[src/rtl/sincos_nco.sv]
// sincos_nco: pipelined, stream-handshaked sin/cos generator with direct-angle and NCO modes.
// Optional macro SINCOS_PHASE_TAG_EN adds out_angle, the angle that produced each result.

module sincos_nco_lane #(
  parameter int OUT_W = 16
) (
  input  logic                    clk,
  input  logic                    rst,
  input  logic                    en,
  input  logic [15:0]             x,
  output logic signed [OUT_W-1:0] r
);
  function automatic logic [15:0] hm(input logic signed [15:0] a,
                                     input logic signed [15:0] b,
                                     input logic [15:0]        c);
    logic signed [31:0] p;
    p = 32'(a) * 32'(b);
    return 16'(p >>> 16) + c;
  endfunction

  logic [2:0]         n1, n2;
  logic signed [15:0] y1, z1, y2, z2, sumc2, sum1_2, sa3;
  logic               neg3;
  logic [15:0]        y0, sums, cc, sa_d;
  logic signed [31:0] prod;
  logic signed [15:0] r16;
  logic signed [OUT_W-1:0] rn;

  assign y0   = {x[13:0], 2'b00};
  assign sums = hm(z1, 16'h04F8, -16'h2953);
  // Odd octant pairs use the cosine polynomial offset from full scale.
  assign prod = n2[1] ? 32'(z2) * 32'(sumc2) : 32'(y2) * 32'(sum1_2);
  assign cc   = 16'(prod >>> 15);
  assign sa_d = n2[1] ? cc + 16'h7FFF : cc;
  assign r16  = neg3 ? -sa3 : sa3;

  generate
    if (OUT_W == 16) begin : g_full
      assign rn = r16;
    end else begin : g_round
      localparam int MAXV = (1 << (OUT_W-1)) - 1;
      int v;
      always_comb begin
        v  = (int'(r16) + (1 << (15-OUT_W))) >>> (16-OUT_W);
        rn = OUT_W'(v);
        if (v > MAXV)       rn = OUT_W'(MAXV);
        else if (v < -MAXV) rn = OUT_W'(-MAXV);
      end
    end
  endgenerate

  always_ff @(posedge clk) begin
    if (rst) begin
      n1 <= '0; y1 <= '0; z1 <= '0;
      n2 <= '0; y2 <= '0; z2 <= '0; sumc2 <= '0; sum1_2 <= '0;
      neg3 <= 1'b0; sa3 <= '0;
      r <= '0;
    end else if (en) begin
      n1     <= x[15:13] + 3'd1;
      y1     <= y0;
      z1     <= hm(y0, y0, 16'h0000);
      n2     <= n1;
      y2     <= y1;
      z2     <= z1;
      sumc2  <= hm(z1, 16'h0FBD, -16'h4EE9);
      sum1_2 <= hm(z1, sums, 16'h6487);
      neg3   <= n2[2];
      sa3    <= sa_d;
      r      <= rn;
    end
  end
endmodule

module sincos_nco #(
  parameter int PHASE_W = 32,
  parameter int OUT_W   = 16
) (
  input  logic                    clk,
  input  logic                    rst,
  input  logic                    mode,
  input  logic                    in_valid,
  output logic                    in_ready,
  input  logic [15:0]             angle,
  input  logic [PHASE_W-1:0]      freq,
  input  logic                    phase_ld,
  output logic                    out_valid,
  input  logic                    out_ready,
  output logic signed [OUT_W-1:0] sin_out,
  output logic signed [OUT_W-1:0] cos_out
`ifdef SINCOS_PHASE_TAG_EN
  ,
  output logic [15:0]             out_angle
`endif
);
  localparam int STAGES = 4;

  logic                    en, xfer, nco;
  logic [STAGES:1]         vld_pipe;
  logic [PHASE_W-1:0]      acc, acc_base;
  logic [15:0]             ang;
  logic [1:0][15:0]        lane_x;
  logic [1:0][OUT_W-1:0]   lane_r;

  assign en        = !out_valid || out_ready;
  assign in_ready  = en;
  assign xfer      = in_valid && en;
  assign nco       = xfer && mode;
  // A same-cycle phase load wins over the accumulator for the sample angle.
  assign ang       = (mode && !phase_ld) ? acc[PHASE_W-1 -: 16] : angle;
  assign acc_base  = phase_ld ? (PHASE_W'(angle) << (PHASE_W-16)) : acc;
  assign out_valid = vld_pipe[STAGES];

  always_ff @(posedge clk) begin
    if (rst)                  acc <= '0;
    else if (phase_ld || nco) acc <= acc_base + (nco ? freq : '0);
  end

  always_ff @(posedge clk) begin
    if (rst)     vld_pipe <= '0;
    else if (en) vld_pipe <= {vld_pipe[STAGES-1:1], xfer};
  end

  assign lane_x[0] = ang;
  assign lane_x[1] = ang + 16'h4000;

  for (genvar i = 0; i < 2; i++) begin : g_lane
    sincos_nco_lane #(.OUT_W(OUT_W)) u_lane (
      .clk (clk),
      .rst (rst),
      .en  (en),
      .x   (lane_x[i]),
      .r   (lane_r[i])
    );
  end

  assign sin_out = lane_r[0];
  assign cos_out = lane_r[1];

`ifdef SINCOS_PHASE_TAG_EN
  logic [STAGES:1][15:0] tag_pipe;

  always_ff @(posedge clk) begin
    if (rst)     tag_pipe <= '0;
    else if (en) tag_pipe <= {tag_pipe[STAGES-1:1], ang};
  end

  assign out_angle = tag_pipe[STAGES];
`else
  // Without the tag the sample angle feeds only the lanes.
`endif
endmodule

[config.mk]
export PLATFORM = sky130hd
export DESIGN_NAME = sincos_nco
export DESIGN_NICKNAME = d
export VERILOG_FILES = /design/src/rtl/sincos_nco.sv
export SDC_FILE = /design/constraint.sdc
export NUM_CORES = 2
export LEC_CHECK = 0
export CORE_ASPECT_RATIO = 1.1
export CORE_MARGIN = 4
export CORE_UTILIZATION = 50
export CTS_BUF_LIST = sky130_fd_sc_hd__clkbuf_2 sky130_fd_sc_hd__clkbuf_4 sky130_fd_sc_hd__clkbuf_8
export DETAILED_ROUTE_END_ITERATION = 10
export PLACE_DENSITY = 0.71
export SYNTH_ARGS = -nofsm -noshare
export SYNTH_HDL_FRONTEND = slang
export SYNTH_SLANG_ARGS = --single-unit
[constraint.sdc]
create_clock -name clk -period 12.62 [get_ports clk]
set_clock_uncertainty 0.15 [all_clocks]
set_input_delay 1.893 -clock clk [delete_from_list [all_inputs] [get_ports clk]]
set_output_delay 1.893 -clock clk [all_outputs]
set_load 0.01 [all_outputs]
# == Word-level counts from Yosys, hierarchy flattened ==
# Cells that the tools add are included.
# word_totals
ff_bits,298
input_bits,54
out_inout_bits,34
wordCells,66
# op_classes
n_addsub,14
multipliers,12
muxes,9
n_reduce_logical,7
# op_table
op,n
adder 16 x 15 -> 16 bit (second input constant),5
2-to-1 mux 16 bit,5
multiplier 16 x 16 -> 32 bit,2
2-to-1 mux 32 bit,2
multiplier 16 x 16 -> 31 bit,2
2-to-1 mux 31 bit,2
multiplier 14 x 16 -> 29 bit,2
multiplier 16 x 13 -> 29 bit (second input constant),2
multiplier 14 x 14 -> 28 bit,2
multiplier 16 x 9 -> 25 bit (second input constant),2
adder 12 x 15 -> 16 bit (second input constant),2
adder 16 bit (second input constant),2
adder 32 bit,1
negator 16 bit,2
adder 3 x 1 -> 3 bit (second input constant),2
logical AND 1 bit,3
zero test 1 bit,2
logical OR 1 bit,2

# == Longest topological paths before layout ==
# logic_depth
word_depth,6
ltp_mapped,49
ltp_nobuf,48

# == By module ==
# Synthesis repeated with hierarchy kept, for this count alone.
# hier_totals
hier_cells,10231
area_unflattened_um2,93927.6
# modules_own_cells
mod,instances,cells_per_inst,area_each_um2
sincos_nco_lane (g_lane[0].u_lane),1,4915,45446.1
sincos_nco_lane (g_lane[1].u_lane),1,4821,44727.9
sincos_nco,1,495,3753.6

# == Worst setup path after synthesis ==
# OpenSTA, ideal clock, no wires.
# synth_path
path_kind,register to register
start,register g_lane[1].u_lane.z1[11] (netlist name)
end,register g_lane[0].u_lane.sum1_2[15]
setup_time_ns,0.074
arrival_time_ns,12.214
setup_slack_ns,0.181
stages_incl_launch_ff,43
synth_period_minus_slack_ns,12.439
cell_sequence,dfxtp_1 -> fa_1 -> fa_1 -> fa_1 -> inv_1 -> fa_1 -> inv_1 -> ha_1 -> o21ai_0 -> nor2b_1 -> a211o_2 -> nor3_1 -> clkbuf_1 -> ha_1 -> o21bai_1 -> o21ai_0 -> a311o_1 -> a2bb2oi_1 -> [... 7 more ...] -> fa_1 -> inv_1 -> fa_1 -> inv_1 -> fa_1 -> inv_1 -> ha_1 -> a211o_1 -> a21oi_1 -> nor4bb_1 -> a2111oi_2 -> a211oi_4 -> nand3_2 -> o311ai_2 -> a32oi_1 -> and4_1 -> or4_1 -> a31oi_1
# synth_rtl
element,line,text
"end signal, assigned",66,"sum1_2 <= hm(z1, sums, 16'h6487);"
"end, declared",22,"logic signed [15:0] y1, z1, y2, z2, sumc2, sum1_2, sa3;"

==> flow_results.org <==
** Routing
- Across all layers, the routed design uses between 30000 and 40000 vias.
- Dividing the detail-routed wire length by the instance count gives 18.6 um.
- For this run, design rule violations remaining after detail routing come to 0.
- Total detailed-routing wirelength :: ~130000 um
- DRT iter0 DRCs :: 2079
- First drt pass iteration count :: 5
- Count of nets left with antenna violations after detail routing :: 0
- Via-per-instance ratio :: 5.42

** Status
- Run status :: complete, no violations

** Layout
- The count of cells in the finished layout, fillers not included, comes to roughly 7100.
- The layout has 9115 filler cells.
- The final layout contains 7344 nets.
- Fraction of final layout cells sized beyond drive strength 1 :: 5.32%
- Core utilization of the finished layout :: 54.2%
- Area delta synth->final :: 7.44%

** Clocking
- Clk root buf :: clkbuf_8
- Sinks on the clock net :: 202
- Clock-pin slew was measured on the worst setup and hold paths at ~0.060 ns.
- TritonCTS created 42 clock buffers.
- H-tree lvl count :: 2
- The longest clock path from root to sink contains 3 buffers.
- At the later pin of the worst-skew pair, clock insertion delay measures 0.63 ns.
- TritonCTS built the clock tree.

** Synthesis
- The number of nets handed over by synthesis was 7293.
- Mapped Area :: slightly above 50000 um2
- Yosys mapped the design onto 100 distinct sky130hd cell types.
- Per-instance average area after synthesis :: 8.83 um2
- Post-synth top area cell :: fa_1
- Area share of the largest cell type after synthesis :: 41.0%
- Share of synthesized area occupied by flip-flops and latches :: 7.97%
- In the post-synthesis netlist, the biggest area contributors are fa_1, ha_1, inv_1.
- Flop and latch count out of synthesis :: 202
- In the synthesized netlist the dominant register cell turns out to be dfxtp_1.
- Counting every instance in the synthesized netlist gives 5743.
- Number of synthesis warnings :: 0
- Counting flops with an async set or reset pin after synthesis yields a share of 0%.
- Counting flops with a built-in enable in the synthesized netlist gives 0.

** Die
- From left edge to right edge, the die measures 312 um.
- Die footprint :: 107000 um2
- In this run the core area contains between 100 and 150 standard-cell rows.
- The initial utilization of the core area, before any placement, comes to 50.4%.
- Measured along the y axis, the die boundary spans 342 um.
- During I/O placement, the number of pins put on the boundary was 88.
- The core region is 101000 um2.

** Setup path
- Crit. End Element :: flop
- Largest fanout on the critical path :: 10
- The critical path in this run is classified as flop to flop.
- Data arrives at the worst endpoint at 12.58 ns.
- STA classifies the critical path startpoint as a flop.
- The slowest stage of the critical path is the fa_1 cell.
- By instance count, the cell type seen most on the critical path is fa_1.
- In this design, the stage delay of the slowest critical-path cell is 0.61 ns.
- Worst EP required :: around 13 ns

** Global routing
- GR Util All Layers :: 25.7%
- Summed over all layers, the global routing overflow is 0.
- The via count of the first global-routing pass is 41300.
- Global-route wire length before repair :: 220000 um
- Antenna violations before repair :: 1
- Entering global routing, the biggest net connects 83 pins.

** Placed design
- Pre-CTS WS :: 0.0799 ns
- Detailed placer's ending HPWL :: 110000 um
- Number of instances in the placed design :: 7041
- Weighted congestion reported at the end of routability-driven placement :: 0.950
- IO Port Bufs :: 87

** Timing
- Measured slew at the worst slew-check pin :: 1.20 ns
- Timing would allow up to 81.9 MHz.
- The tightest hold path in the finished design has a slack of 0.295 ns.
- Post-layout worst setup margin :: 0.405 ns
- The count of pins over their slew limit was 0.
- Final setup violation count :: 0
- Dividing the final minimum period by the clock period gives between 90 and 100%.
- Setup repair after global routing could not meet its margin everywhere.
- The worst path in the final design needs a cycle of 12.22 ns, including I/O delays and setup.
- The final-report hold violation count came to 0.
- Max-slew headroom :: 18.8%

** Job
- Reported max-cap violation count :: 0

** Hold path
- In this run the worst hold path is classified as flop to flop.
==> sequential cells by signal (all words and copies together) (netlist names), 14 cells and up <==
name,cells
acc,32
g_lane.u_lane.r,32
g_lane.u_lane.sa3,32
g_lane.u_lane.sum1_2,16
g_lane.u_lane.sumc2,16
g_lane.u_lane.y1,14
g_lane.u_lane.y2,14
g_lane.u_lane.z1,16
g_lane.u_lane.z2,16
==> synth_stat cells (36+ instances only) <==
cell	count
inv_1	1251
fa_1	1039
nand2_1	707
ha_1	457
nor2_1	280
and2_1	268
a21oi_1	251
clkbuf_1	203
dfxtp_1	202
xnor2_1	140
o21ai_0	100
a211oi_1	81
xor2_1	81
nor3_1	55
nand2b_1	51
a21o_1	48
nand3_1	47
nor2b_1	36
==> critical path: cells and delay by family, from the launching register on <==
family | cells | cell delay, ns
buffers and inverters | 10 | 0.92
adder cells (fa/ha/maj) | 14 | 6.15
AND/OR/NAND/NOR | 6 | 1.22
AO/OA/AOI/OAI | 14 | 2.73
XOR/XNOR | 3 | 0.60
flip-flops | 1 | 0.35
==> cells by family after synthesis <==
kind of cell             count (synthesis)  share of synthesized area, %
AO/OA/AOI/OAI                          696                          8.90
XOR/XNOR                               221                          3.82
adder cells (fa/ha/maj)               1496                          52.3
buffers and inverters                 1479                          11.1
flip-flops                             202                          7.97
multiplexers                            49                          1.02
AND/OR/NAND/NOR                       1600                          14.9
==> timing repair <==
action / 4_1_cts / 5_1_grt
buffers inserted: 0 / 11
pin swaps: 0 / 7
endpoints found under the setup margin: 2 / 12
hold buffers: 0 / 0
resized for setup: 1 / 32
==> layer usage <==
| layer | vias up | share of wire, % | GRT usage [%] | wire length, um |
|---|---|---|---|---|
| met1 | 19300 | 41 | 33.3 | 54200 |
| met4 | 0 | 3.9 | 8.37 | 5140 |
| met5 | - | 0 | 0 | 0 |
| met2 | 1234 | 48 | 44.4 | 64000 |
| met3 | 280 | 6.7 | 3.91 | 8900 |
| li1 | 17800 | - | - | - |
==> cell usage in the layout (no fill, tap or decap), types with 17 or more instances in the layout <==
cell type,netlist,routed
mux2_2,21,21
dfxtp_1,202,196
a211oi_1,81,81
or3_1,28,27
mux2i_1,28,28
and2_1,268,268
nor2b_1,36,34
xnor2_1,140,138
clkdlybuf4s50_1,0,86
fa_1,1039,1037
nand2b_1,51,51
a31oi_1,18,18
a21oi_1,251,246
o21bai_1,24,24
buf_4,0,139
nand3_1,47,47
nand4_1,32,32
nor3_1,55,54
a21o_1,48,48
clkbuf_8,4,50
nand2_1,707,707
inv_1,1251,1251
ha_1,457,457
o31ai_1,19,19
o21ai_0,100,97
a211o_1,17,17
and3_1,29,29
xor2_1,81,77
o21a_1,26,26
nor2_1,280,278
==> layout make-up <==
cell class,count,area [um2],area share (%)
diodes,1,2.50,0.00459
inverters,1256,4720,8.66
multi-input cells,4062,41200,75.6
flip-flops and latches,202,4050,7.43
clock inverters,15,196,0.360
well taps,1302,1630,2.99
repair buffers,230,1970,3.61
clock buffers,58,748,1.37
==> final timing paths <==
path / startpoint / end / slack (ns) / depth (start not counted)
setup / recovery: g_lane[1].u_lane.z1[6] / g_lane[0].u_lane.sum1_2[14] / 0.40 / 47
hold reg to reg: acc[12] / acc[12] / 0.29 / 2
hold / removal: acc[12] / acc[12] / 0.29 / 2
setup reg to reg: g_lane[1].u_lane.z1[6] / g_lane[0].u_lane.sum1_2[14] / 0.40 / 47
==> per-stage QoR <==
stage	setup TNS (ns)	area, um2
after detailed placement	0	53300
after floorplan	0	50700
after CTS	0	54300
after global placement	0	53300
after global routing	-0.846	54500
final	0	54500
Power is left out: the tool's default activity adds up to more than one toggle a clock period on the data nets, which glitch-free logic cannot reach.
